===== src/rtl/ift_sr_reg.sv =====
`default_nettype none
// ============================================================================
//  Module   : ift_sr_reg
//  Purpose  : WIDTH-bit set/clear flag register with information-flow
//             tracking. Each bit has its own SET/CLR request, and either clear
//             or set dominance can be selected. The register also carries a
//             TAINT_W-bit label, combined by bitwise OR, that records which
//             controls (SET/CLR/EN/SRST) could have influenced the stored
//             value. The label is scrubbed when the old contents can no
//             longer matter.
//  Optional : define IFT_SR_TAINT_AGE_EN to add the Q_age taint-age counter.
//  Ports    :
//    CLK            in   clock, rising edge
//    SRST           in   synchronous reset, active-high
//    SRST_t         in   label of SRST
//    EN             in   update enable
//    EN_t           in   label of EN
//    SET  [WIDTH]   in   per-bit set request
//    SET_t          in   label of SET
//    CLR  [WIDTH]   in   per-bit clear request
//    CLR_t          in   label of CLR
//    Q    [WIDTH]   out  registered flag state
//    Q_t            out  registered label of Q
//    Q_age[AGE_W]   out  consecutive cycles with non-zero label, saturating
//                        (IFT_SR_TAINT_AGE_EN only)
//  Revision : 1.0 - initial release
// ============================================================================
module ift_sr_reg #(
    parameter int unsigned      WIDTH    = 2,
    parameter int unsigned      TAINT_W  = 32,
    parameter bit               CLR_PRIO = 1'b1,
    parameter logic [WIDTH-1:0] INIT     = '0,
    parameter int unsigned      AGE_W    = 8
) (
    input  logic               CLK,
    input  logic               SRST,
    input  logic [TAINT_W-1:0] SRST_t,
    input  logic               EN,
    input  logic [TAINT_W-1:0] EN_t,
    input  logic [WIDTH-1:0]   SET,
    input  logic [TAINT_W-1:0] SET_t,
    input  logic [WIDTH-1:0]   CLR,
    input  logic [TAINT_W-1:0] CLR_t,
    output logic [WIDTH-1:0]   Q,
    output logic [TAINT_W-1:0] Q_t
`ifdef IFT_SR_TAINT_AGE_EN
    ,
    output logic [AGE_W-1:0]   Q_age
`endif
);

    logic [WIDTH-1:0]   q_q;
    logic [WIDTH-1:0]   q_d;
    logic [TAINT_W-1:0] qt_q;
    logic [TAINT_W-1:0] qt_d;

    // Label-relevance terms for an enabled update:
    //   w_sm - some bit can actually take its value from SET
    //   w_cm - some bit can actually take its value from CLR
    //   w_hm - some bit keeps its old value, so the old label survives
    // A dominated control only leaks its label where it is not masked.
    logic w_sm;
    logic w_cm;
    logic w_hm;

    always_comb begin
        w_hm = |(~SET & ~CLR);
        if (CLR_PRIO) begin
            w_sm = |(~CLR);
            w_cm = 1'b1;
        end else begin
            w_sm = 1'b1;
            w_cm = |(~SET);
        end
    end

    always_comb begin
        q_d  = q_q;
        qt_d = qt_q | EN_t;
        if (EN) begin
            if (CLR_PRIO) begin
                q_d = (q_q | SET) & ~CLR;
            end else begin
                q_d = (q_q & ~CLR) | SET;
            end
            qt_d = EN_t
                 | ({TAINT_W{w_sm}} & SET_t)
                 | ({TAINT_W{w_cm}} & CLR_t)
                 | ({TAINT_W{w_hm}} & qt_q);
        end
    end

    // Reset is itself a flow: its label replaces whatever was held.
    always_ff @(posedge CLK) begin
        if (SRST) begin
            q_q  <= INIT;
            qt_q <= SRST_t;
        end else begin
            q_q  <= q_d;
            qt_q <= qt_d;
        end
    end

    assign Q   = q_q;
    assign Q_t = qt_q;

`ifdef IFT_SR_TAINT_AGE_EN
    localparam logic [AGE_W-1:0] c_AGE_ONE = {{(AGE_W-1){1'b0}}, 1'b1};

    logic [AGE_W-1:0] age_q;
    logic [AGE_W-1:0] age_d;

    // The age follows the label that is being written on this edge, so a
    // scrub and an age of zero appear together.
    always_comb begin
        age_d = age_q;
        if (qt_d == '0) begin
            age_d = '0;
        end else if (!(&age_q)) begin
            age_d = age_q + c_AGE_ONE;
        end
    end

    always_ff @(posedge CLK) begin
        if (SRST) begin
            age_q <= '0;
        end else begin
            age_q <= age_d;
        end
    end

    assign Q_age = age_q;
`else
    logic [AGE_W-1:0] w_unused_age;
    assign w_unused_age = '0;
`endif

endmodule
`default_nettype wire


===== config.mk =====
export PLATFORM = sky130hd
export DESIGN_NAME = ift_sr_reg
export DESIGN_NICKNAME = d
export VERILOG_FILES = /design/src/rtl/ift_sr_reg.sv
export SDC_FILE = /design/constraint.sdc
export NUM_CORES = 1
export LEC_CHECK = 0
export BUFFER_PORTS_ARGS = -buffer_cell sky130_fd_sc_hd__buf_4
export CORE_ASPECT_RATIO = 0.5
export CORE_MARGIN = 4
export CORE_UTILIZATION = 30
export DETAILED_ROUTE_END_ITERATION = 8
export PLACE_DENSITY = 0.72
export SLEW_MARGIN = 30
export SYNTH_ARGS = -nofsm -noshare
export SYNTH_HDL_FRONTEND = slang
export SYNTH_SLANG_ARGS = --single-unit

===== constraint.sdc =====
create_clock -name CLK -period 1.3 [get_ports CLK]
set_clock_uncertainty 0.05 [all_clocks]
set_input_delay 0.13 -clock CLK [delete_from_list [all_inputs] [get_ports CLK]]
set_output_delay 0.13 -clock CLK [all_outputs]
set_load 0.02 [all_outputs]

==> results.json <==
{
  "routed-via-count": 2158,
  "highest_layer": "met4",
  "finalWorstSetupSlack_ps": 265.2,
  "critPathRequiredTime_ps": 1450,
  "grt_max_degree": 63,
  "synthTopCellsByArea": "dfxtp_1 (36%), a221oi_2 (24%), a211o_1 (15%), a21oi_1 (9.0%), inv_1 (6.4%)",
  "fin_nets": 485,
  "netlist.area_leader.share": 0.3612,
  "synth_cell_types": 12,
  "rows": 20,
  "htreeDepth": 2,
  "initial_utilization": 0.3099,
  "dpl.hpwl_mm": 5.699,
  "syn_area_um2": 1884,
  "cts_tree": "built",
  "dp.cells": 431,
  "clkPwrFrac": 0.361,
  "routedWlPerCell_um": 16.06,
  "gp_congestion": 0.7800,
  "fin_crit_sh": 0.7960,
  "tightest_slew_ps": 624.5,
  "setup_viol": 0,
  "antenna_found_initial": 0,
  "grt_usage": 0.1815,
  "die_w_um": 120.1,
  "cap_violations": 0,
  "dr_wl_met2_mm": 4.048,
  "post-route-drc-count": 0,
  "irDropWorstVdd_mv": 0.5703,
  "ant_nets": 0,
  "vias_per_cell": 4.916,
  "relSlewSlack": 0.5836,
  "max_freq_ghz": 0.9664,
  "final_util": 0.5572,
  "grt_pass1_wl_mm": 11.29,
  "hold_violations": 0,
  "drive_gt1_frac": 0.6097,
  "pwr-share-seq": 0.363,
  "status": "complete, no violations",
  "grt_pass1_vias": 2364,
  "cts_resized": 0,
  "cts.sinks": 34,
  "portBuffers": 168,
  "core_um2": 6081,
  "power_uw": 3285,
  "crit_path_max_fanout": 14,
  "finalMaxSlewViolations": 0,
  "postCtsHoldBufs": 0,
  "syn_nets": 320,
  "area_growth_pct": 79.81,
  "cpMaxStageDelayCell": "a21boi_4",
  "ctsRootBufferMaster": "clkbuf_16",
  "ys_ff_latch": 34,
  "crit_chain": "buf_4, a21boi_4, buf_12, a221oi_2, a21oi_1",
  "combPwrFrac": 0.275,
  "powerDensity_nw_per_um2": 969.6,
  "yosys.area.top_type": "dfxtp_1",
  "drtIter0Drc": 90,
  "ys.warnings.count": 0,
  "path_clk_slew_ps": 50,
  "dieHeight_um": 64.04,
  "die_area_um2": 7690,
  "crit_path_max_incr_delay_ps": 450,
  "p_int_uw": 2385,
  "diodes": 0,
  "cp-start-kind": "input port",
  "fin_cells": 439,
  "postCtsSetupBuffers": 0,
  "power_leakage_uw": 0.001630,
  "numCtsBuffers": 5,
  "cp.arrival_ps": 1180,
  "syn_inst": 185,
  "totalWireLength_mm": 7.051,
  "firstDrtPassIters": 4,
  "period_minus_slack_ps": 1035,
  "hold_ws_ps": 47.32,
  "ys_seq_area_frac": 0.3612,
  "critPathKind": "in -> reg",
  "min_path_type": "in -> reg",
  "io_pins": 169,
  "rsz0062_at_grt": "no",
  "clk_path_buf_depth": 2,
  "clk_latency_ps": 270,
  "power.switching_uw": 900.6,
  "synth.avg_cell_area_um2": 10.19,
  "drt-met1-wl_mm": 2.616,
  "swShare": 0.2741,
  "post-place-ws_ps": -6.678,
  "grt-ovfl-total": 0,
  "wl_met3_um": 307,
  "critPathCaptureType": "flip-flop"
}
==> routing by layer <==
metal,vias up,global-route usage
met2,60,0.3599
met1,1045,0.1971
met5,-,0
met4,0,0.04708
met3,6,0.03625
li1,1047,-
==> stage by stage <==
step / TNS [ps] / cell area [um^2]
final: 0 / 3388
after global routing: 0 / 3388
after CTS: 0 / 3388
after detailed placement: -11.48 / 3241
after global placement: 0 / 3241
after floorplan: 0 / 1884
==> synthesized netlist by cell type <==
cell,instances
a211o_1,32
clkbuf_1,4
a21boi_2,1
dfxtp_1,34
inv_1,32
a21oi_1,34
a221oi_2,30
buf_2,6
buf_6,7
a211oi_1,2
a221oi_1,2
o221ai_2,1
==> cells in the final DEF, fill, tap and decap left out <==
| cell | synthesis | routed |
|---|---|---|
| a21boi_4 | 0 | 1 |
| a221oi_2 | 30 | 30 |
| a221oi_1 | 2 | 2 |
| inv_1 | 32 | 32 |
| dfxtp_1 | 34 | 34 |
| buf_12 | 0 | 3 |
| buf_4 | 0 | 172 |
| a211oi_1 | 2 | 2 |
| o221ai_4 | 0 | 1 |
| clkbuf_8 | 0 | 1 |
| clkinv_2 | 0 | 1 |
| clkbuf_16 | 0 | 5 |
| a211o_1 | 32 | 32 |
| clkbuf_1 | 4 | 1 |
| a21oi_1 | 34 | 34 |
==> critical path, delay by kind of cell <==
family                 cells  cell delay [ps]
AO/OA/AOI/OAI              3              670
buffers and inverters      2              380
==> power groups by stage <==
stage / registers (uW) / logic, uW / clock network (uW)
after floorplan: 1310 / 279 / 0
after global placement: 1210 / 892 / 0
after detailed placement: 1210 / 908 / 0
after CTS: 1190 / 910 / 1220
after global routing: 1200 / 972 / 1250
final: 1190 / 904 / 1190
==> kinds of logic (layout without fill, tap and decap cells) <==
group	count (synthesis)	count (layout)	share of synthesized area
compound gates	102	102	0.5093
flops	34	34	0.3612
buf+inv	49	215	0.1295
==> final cells by class <==
type | instances | area [um^2]
fillers | 547 | 2693
clock inverters | 1 | 5.005
multi-input cells | 102 | 978.4
flip-flops and latches | 34 | 680.7
inverters | 32 | 120.1
well taps | 88 | 110.1
repair buffers | 175 | 1351
clock buffers | 7 | 142.6
==> final timing paths <==
| path | startpoint | to | slack (ps) | cells past startpoint |
|---|---|---|---|---|
| setup reg to reg | Q_t[31] | Q_t[31] | 460 | 2 |
| setup / recovery | CLR[1] | Q_t[19] | 270 | 5 |
| hold / removal | CLR[0] | Q[0] | 50 | 2 |
| hold reg to reg | Q[0] | Q[0] | 470 | 2 |
==> state kept, by name, indices dropped and copies added, names as in the netlist <==
signal,cells
Q_t,32
Q,2
(Power assumes the default switching activity.)
